--- src/rtl/icache_pkg.sv ---
// icache_pkg: shared types and constants for the instruction-cache line fill controller.
package icache_pkg;
   localparam int WORDS_PER_LINE = 8;
   localparam int LINE_OFF_W = 5;
   localparam logic [31:0] NOP_INSTR = 32'h0000_0013;
   typedef enum logic [1:0] {IDLE, REQ, WAIT, UPDATE} fill_state_t;
endpackage

--- src/rtl/icache_fill_ctrl.sv ---
// icache_fill_ctrl: fetches an 8-word I-cache line on a miss and strobes it into the cache.
// Define ICACHE_CRIT_WORD_FIRST_EN to fetch the missed word first and forward it early.
module icache_fill_ctrl
   import icache_pkg::*;
(
   input  logic        CLK,
   input  logic        RST_N,
   input  logic [31:0] PC,
   input  logic        miss,
   input  logic [31:0] mem_rdata,
   input  logic        mem_rvalid,
   output logic [31:0] mem_addr,
   output logic        mem_rden,
   output logic [31:0] w0,
   output logic [31:0] w1,
   output logic [31:0] w2,
   output logic [31:0] w3,
   output logic [31:0] w4,
   output logic [31:0] w5,
   output logic [31:0] w6,
   output logic [31:0] w7,
   output logic        update,
   output logic        stall,
   output logic        busy,
   output logic [31:0] crit_word,
   output logic        crit_valid
);
`ifdef ICACHE_CRIT_WORD_FIRST_EN
   localparam bit CRIT_EN = 1'b1;
`else
   localparam bit CRIT_EN = 1'b0;
`endif
   fill_state_t state, state_nxt;
   logic [31:LINE_OFF_W] line_tag;
   logic [2:0] miss_off, issue_cnt, word_idx;
   logic [3:0] recv_cnt;
   logic [WORDS_PER_LINE-1:0][31:0] line;
   logic take, last, unused_pc;
   // Word index wraps mod 8, so critical-word-first order falls out of the 3-bit add.
   assign word_idx = issue_cnt + (CRIT_EN ? miss_off : 3'd0);
   assign take = state == WAIT && mem_rvalid;
   assign last = recv_cnt == 4'(WORDS_PER_LINE - 1);
   assign mem_addr = {line_tag, word_idx, 2'b00};
   assign stall = miss | busy;
   assign unused_pc = ^PC[1:0];
   always_ff @(posedge CLK)
      state <= !RST_N ? IDLE : state_nxt;
   always_comb begin
      state_nxt = state;
      mem_rden = 1'b0;
      update = 1'b0;
      busy = 1'b1;
      unique case (state)
         IDLE: begin
            busy = 1'b0;
            state_nxt = miss ? REQ : IDLE;
         end
         REQ: begin
            mem_rden = 1'b1;
            state_nxt = WAIT;
         end
         WAIT: state_nxt = take ? (last ? UPDATE : REQ) : WAIT;
         UPDATE: begin
            update = 1'b1;
            state_nxt = IDLE;
         end
         default: state_nxt = IDLE;
      endcase
   end
   always_ff @(posedge CLK)
      if (!RST_N) begin
         line_tag <= '0;
         miss_off <= '0;
         issue_cnt <= '0;
         recv_cnt <= '0;
         line <= '0;
      end else if (state == IDLE && miss) begin
         line_tag <= PC[31:LINE_OFF_W];
         miss_off <= PC[LINE_OFF_W-1:2];
         issue_cnt <= '0;
         recv_cnt <= '0;
      end else if (take) begin
         line[word_idx] <= mem_rdata;
         issue_cnt <= issue_cnt + 3'd1;
         recv_cnt <= recv_cnt + 4'd1;
      end
`ifdef ICACHE_CRIT_WORD_FIRST_EN
   always_ff @(posedge CLK)
      if (!RST_N) begin
         crit_valid <= 1'b0;
         crit_word <= '0;
      end else begin
         crit_valid <= take && recv_cnt == 4'd0;
         if (take && recv_cnt == 4'd0) crit_word <= mem_rdata;
      end
`else
   assign crit_valid = 1'b0;
   assign crit_word = '0;
`endif
   assign w0 = line[0];
   assign w1 = line[1];
   assign w2 = line[2];
   assign w3 = line[3];
   assign w4 = line[4];
   assign w5 = line[5];
   assign w6 = line[6];
   assign w7 = line[7];
endmodule
--- config.mk ---
export PLATFORM = sky130hd
export DESIGN_NAME = icache_fill_ctrl
export DESIGN_NICKNAME = d
export VERILOG_FILES = /design/src/rtl/icache_pkg.sv /design/src/rtl/icache_fill_ctrl.sv
export SDC_FILE = /design/constraint.sdc
export NUM_CORES = 1
export LEC_CHECK = 0
export ABC_AREA = 1
export CAP_MARGIN = 10
export CORE_MARGIN = 3
export CORE_UTILIZATION = 49
export DETAILED_ROUTE_END_ITERATION = 8
export PLACE_DENSITY = 0.94
export SLEW_MARGIN = 10
export SYNTH_ARGS = -nofsm -noshare
export SYNTH_HDL_FRONTEND = slang
export SYNTH_SLANG_ARGS = --single-unit
--- constraint.sdc ---
create_clock -name CLK -period 3.6 [get_ports CLK]
set_input_delay 0.36 -clock CLK [delete_from_list [all_inputs] [get_ports CLK]]
set_output_delay 0.36 -clock CLK [all_outputs]
set_load 0.005 [all_outputs]
==> impl_metrics.py <==
metrics = {
    "status": {
        "run_status": "completed",
    },
    "sta": {
        "period_share_pct": 57.8,
        "slew_headroom_pct": 34.6,
        "worst_pin_slew_ps": 980,
        "rsz0062_at_grt": "false",
        "finalHoldViolations": 0,
        "finClkSkew_ps": 11.9,
        "final_max_slew_viol_count": 0,
        "setup_violations": 0,
        "layout_min_cycle_time_ps": 2080,
        "worst_slack_ps": 1520,
        "fin_tns_setup_ps": 0,
        "fmax_mhz": 481,
        "timing.hold.ws_ps": 455,
    },
    "power": {
        "power_frac_comb_pct": 7.0,
        "finalPower_mw": 6.81,
        "vdd_drop_max_v": 0.000376,
        "power.share.clock_pct": 44.5,
        "seq_power_share_pct": 48.5,
        "power.internal_mw": 5.23,
        "power.density_nw_per_um2": 434,
        "switchingPower_mw": 1.58,
        "p_leak_nw": 6.39,
        "swShare_pct": 23.2,
    },
    "placed_design": {
        "io_buffer_count": 352,
        "dp_hpwl_microns": 23700,
        "place_area_sq_um": 14700,
        "place.gp.congestion": 0.837,
        "preCtsSetupSlack_ps": 1070,
        "placed_cells": 2152,
    },
    "worst_hold_path": {
        "hp-start": "PC[6]",
        "min_path_type": "in -> reg",
        "min_to": "line_tag[6]",
        "whs_path_depth": 3,
    },
    "floorplanning": {
        "ios": 393,
        "num_rows": 54,
        "dieArea_sq_um": 24700,
        "die_height_microns": 157,
        "initial_core_util_pct": 50.6,
        "coreArea_sq_um": 22100,
        "die_width_microns": 157,
    },
    "global_route": {
        "grt_pass1_vias": 10700,
        "grt.total_usage_pct": 27.3,
        "antenna_found_initial": 0,
        "grt_overflow": 0,
        "grt_start_max_net_pins": 156,
        "grt_pass1_wl_microns": 54500,
    },
    "synthesis": {
        "synth.top_cells.by_count": "nor2_1, nand2_1, dfxtp_1",
        "synth_area_leaders": "dfxtp_1, nor2_1, nand2_1, buf_4, o21ai_0",
        "synth_seq_cells": 292,
        "syn_inst": 1595,
        "synth_seq_area_share_pct": 52.3,
        "async_flop_share_pct": 0,
        "avgSynthCellArea_sq_um": 7.01,
        "synthFlopType": "dfxtp_1",
        "yosys.area.top_type": "dfxtp_1",
        "synth.most_common_cell": "nor2_1",
        "synth.distinct_cells": 22,
        "synth_top_area_share_pct": 52.3,
        "synth_edf_count": 0,
        "synth_area_sq_um": 11200,
        "ys_warn_count": 0,
    },
    "clock_network": {
        "cts_tree": "built",
        "clkTransAtPathRegs_ps": 60,
        "cts_hold_buf": 0,
        "cts_sinks": 292,
        "cts_setup_buffers": 0,
        "worstSkewPairLatency_ps": 550,
        "numCtsBuffers": 30,
        "htreeDepth": 1,
        "clockRootBuffer": "clkbuf_16",
        "clockBufferDepth": 3,
        "cts_resized": 0,
    },
    "critical_path": {
        "r2r_cells": 7,
        "worstPathArrival_ps": 2520,
        "end_kind": "flop",
        "critPathRequiredTime_ps": 4030,
        "regToRegSetupSlack_ps": 1520,
        "startpoint_type": "flop",
        "rr_endpoint": "w1[3]",
        "reg2reg_from": "state[1]",
        "path_class": "reg -> reg",
        "worstPathMaxFanout": 40,
    },
    "routing": {
        "drc": 0,
        "viasPerCell": 5.05,
        "vias": 11200,
        "routedWlPerCell_microns": 16.2,
        "detail_route.first_pass.iterations": 5,
        "drt-total-wl_microns": 35800,
        "antenna_left": 0,
        "drtIter0Drc": 810,
    },
    "layout": {
        "drive_above_1_share_pct": 4.20,
        "num-nets-final": 1974,
        "finish.utilization_pct": 71.1,
        "fin_cells": 2208,
        "final_cell_area_sq_um": 15700,
        "antenna_cells": 0,
        "area_growth_pct": 40.5,
    },
    "job": {
        "max_cap_violations": 0,
    },
}
how the worst max path moves through the flow:
stage | start | end | slack, ps | cells past startpoint
2_1_floorplan | state[1] | w1[23] | 2280 | 7
3_3_place_gp | mem_rvalid | w1[3] | 1130 | 8
3_5_place_dp | mem_rvalid | w4[3] | 1070 | 8
4_1_cts | state[1] | w1[3] | 1540 | 7
5_1_grt | state[1] | w1[3] | 1360 | 7
6_report | state[1] | w1[3] | 1520 | 7
registers in the layout, indices dropped and copies added (netlist names):
register and flops:
issue_cnt 3, line_tag 27, recv_cnt 4, state 2, w0 32, w1 32
w2 32, w3 32, w4 32, w5 32, w6 32, w7 32
layout by cell type (no fill, tap or decap):
cell and n:
nor2_2 1, clkbuf_16 31, nor2_8 3, ha_1 2, a21oi_1 8, clkinv_1 1
conb_1 35, clkinvlp_4 1, inv_1 45, nand2_1 467, inv_8 1, o21ai_0 55
or2_2 1, clkbuf_8 9, nand3_1 9, nor2_4 4, clkbuf_1 3, clkinv_2 11
nor2_1 541, clkinv_4 1, nand3_2 2, o21ai_1 6, buf_4 9, buf_12 7
clkdlybuf4s50_1 351, nor3_1 32, dfxtp_1 292
cell type report:
type / instances / area (sq um)
well taps: 280 / 350
multi-input cells: 1166 / 4630
repair buffers: 368 / 3730
inverters: 46 / 173
flip-flops and latches: 292 / 5850
clock buffers: 42 / 897
clock inverters: 14 / 82.6
fillers: 1573 / 6380
worst max-delay path, stage by stage (launching register included):
cell and delay (ps):
dfxtp_1 410, nand3_2 140, buf_4 290, nor2_4 600, buf_12 310, nand2_1 70
nand2_1 70, nor2_1 70
metal layers:
metal | global-route usage [%] | vias to the layer above | share of wire, %
met5 | 0 | - | 0
met4 | 15.6 | 0 | 5.9
met3 | 7.12 | 147 | 9.5
met2 | 46.6 | 581 | 48
met1 | 31.1 | 5060 | 37
li1 | - | 5367 | -
cells by family after synthesis:
kind of cell	Yosys count	share of synthesized area [%]
compound gates	69	3.09
fa+ha+maj	2	0.224
other cells	1	0.0335
flops	292	52.3
simple gates	1060	36.7
buf+inv	171	7.67
power groups by stage:
stage	logic, mW	clock network (mW)	registers [mW]
5_1_grt	0.526	3.22	3.30
3_5_place_dp	0.472	0	3.37
4_1_cts	0.477	3.08	3.30
3_3_place_gp	0.458	0	3.37
6_report	0.480	3.03	3.30
2_1_floorplan	0.253	0	3.38
(Power assumes the default switching activity.)
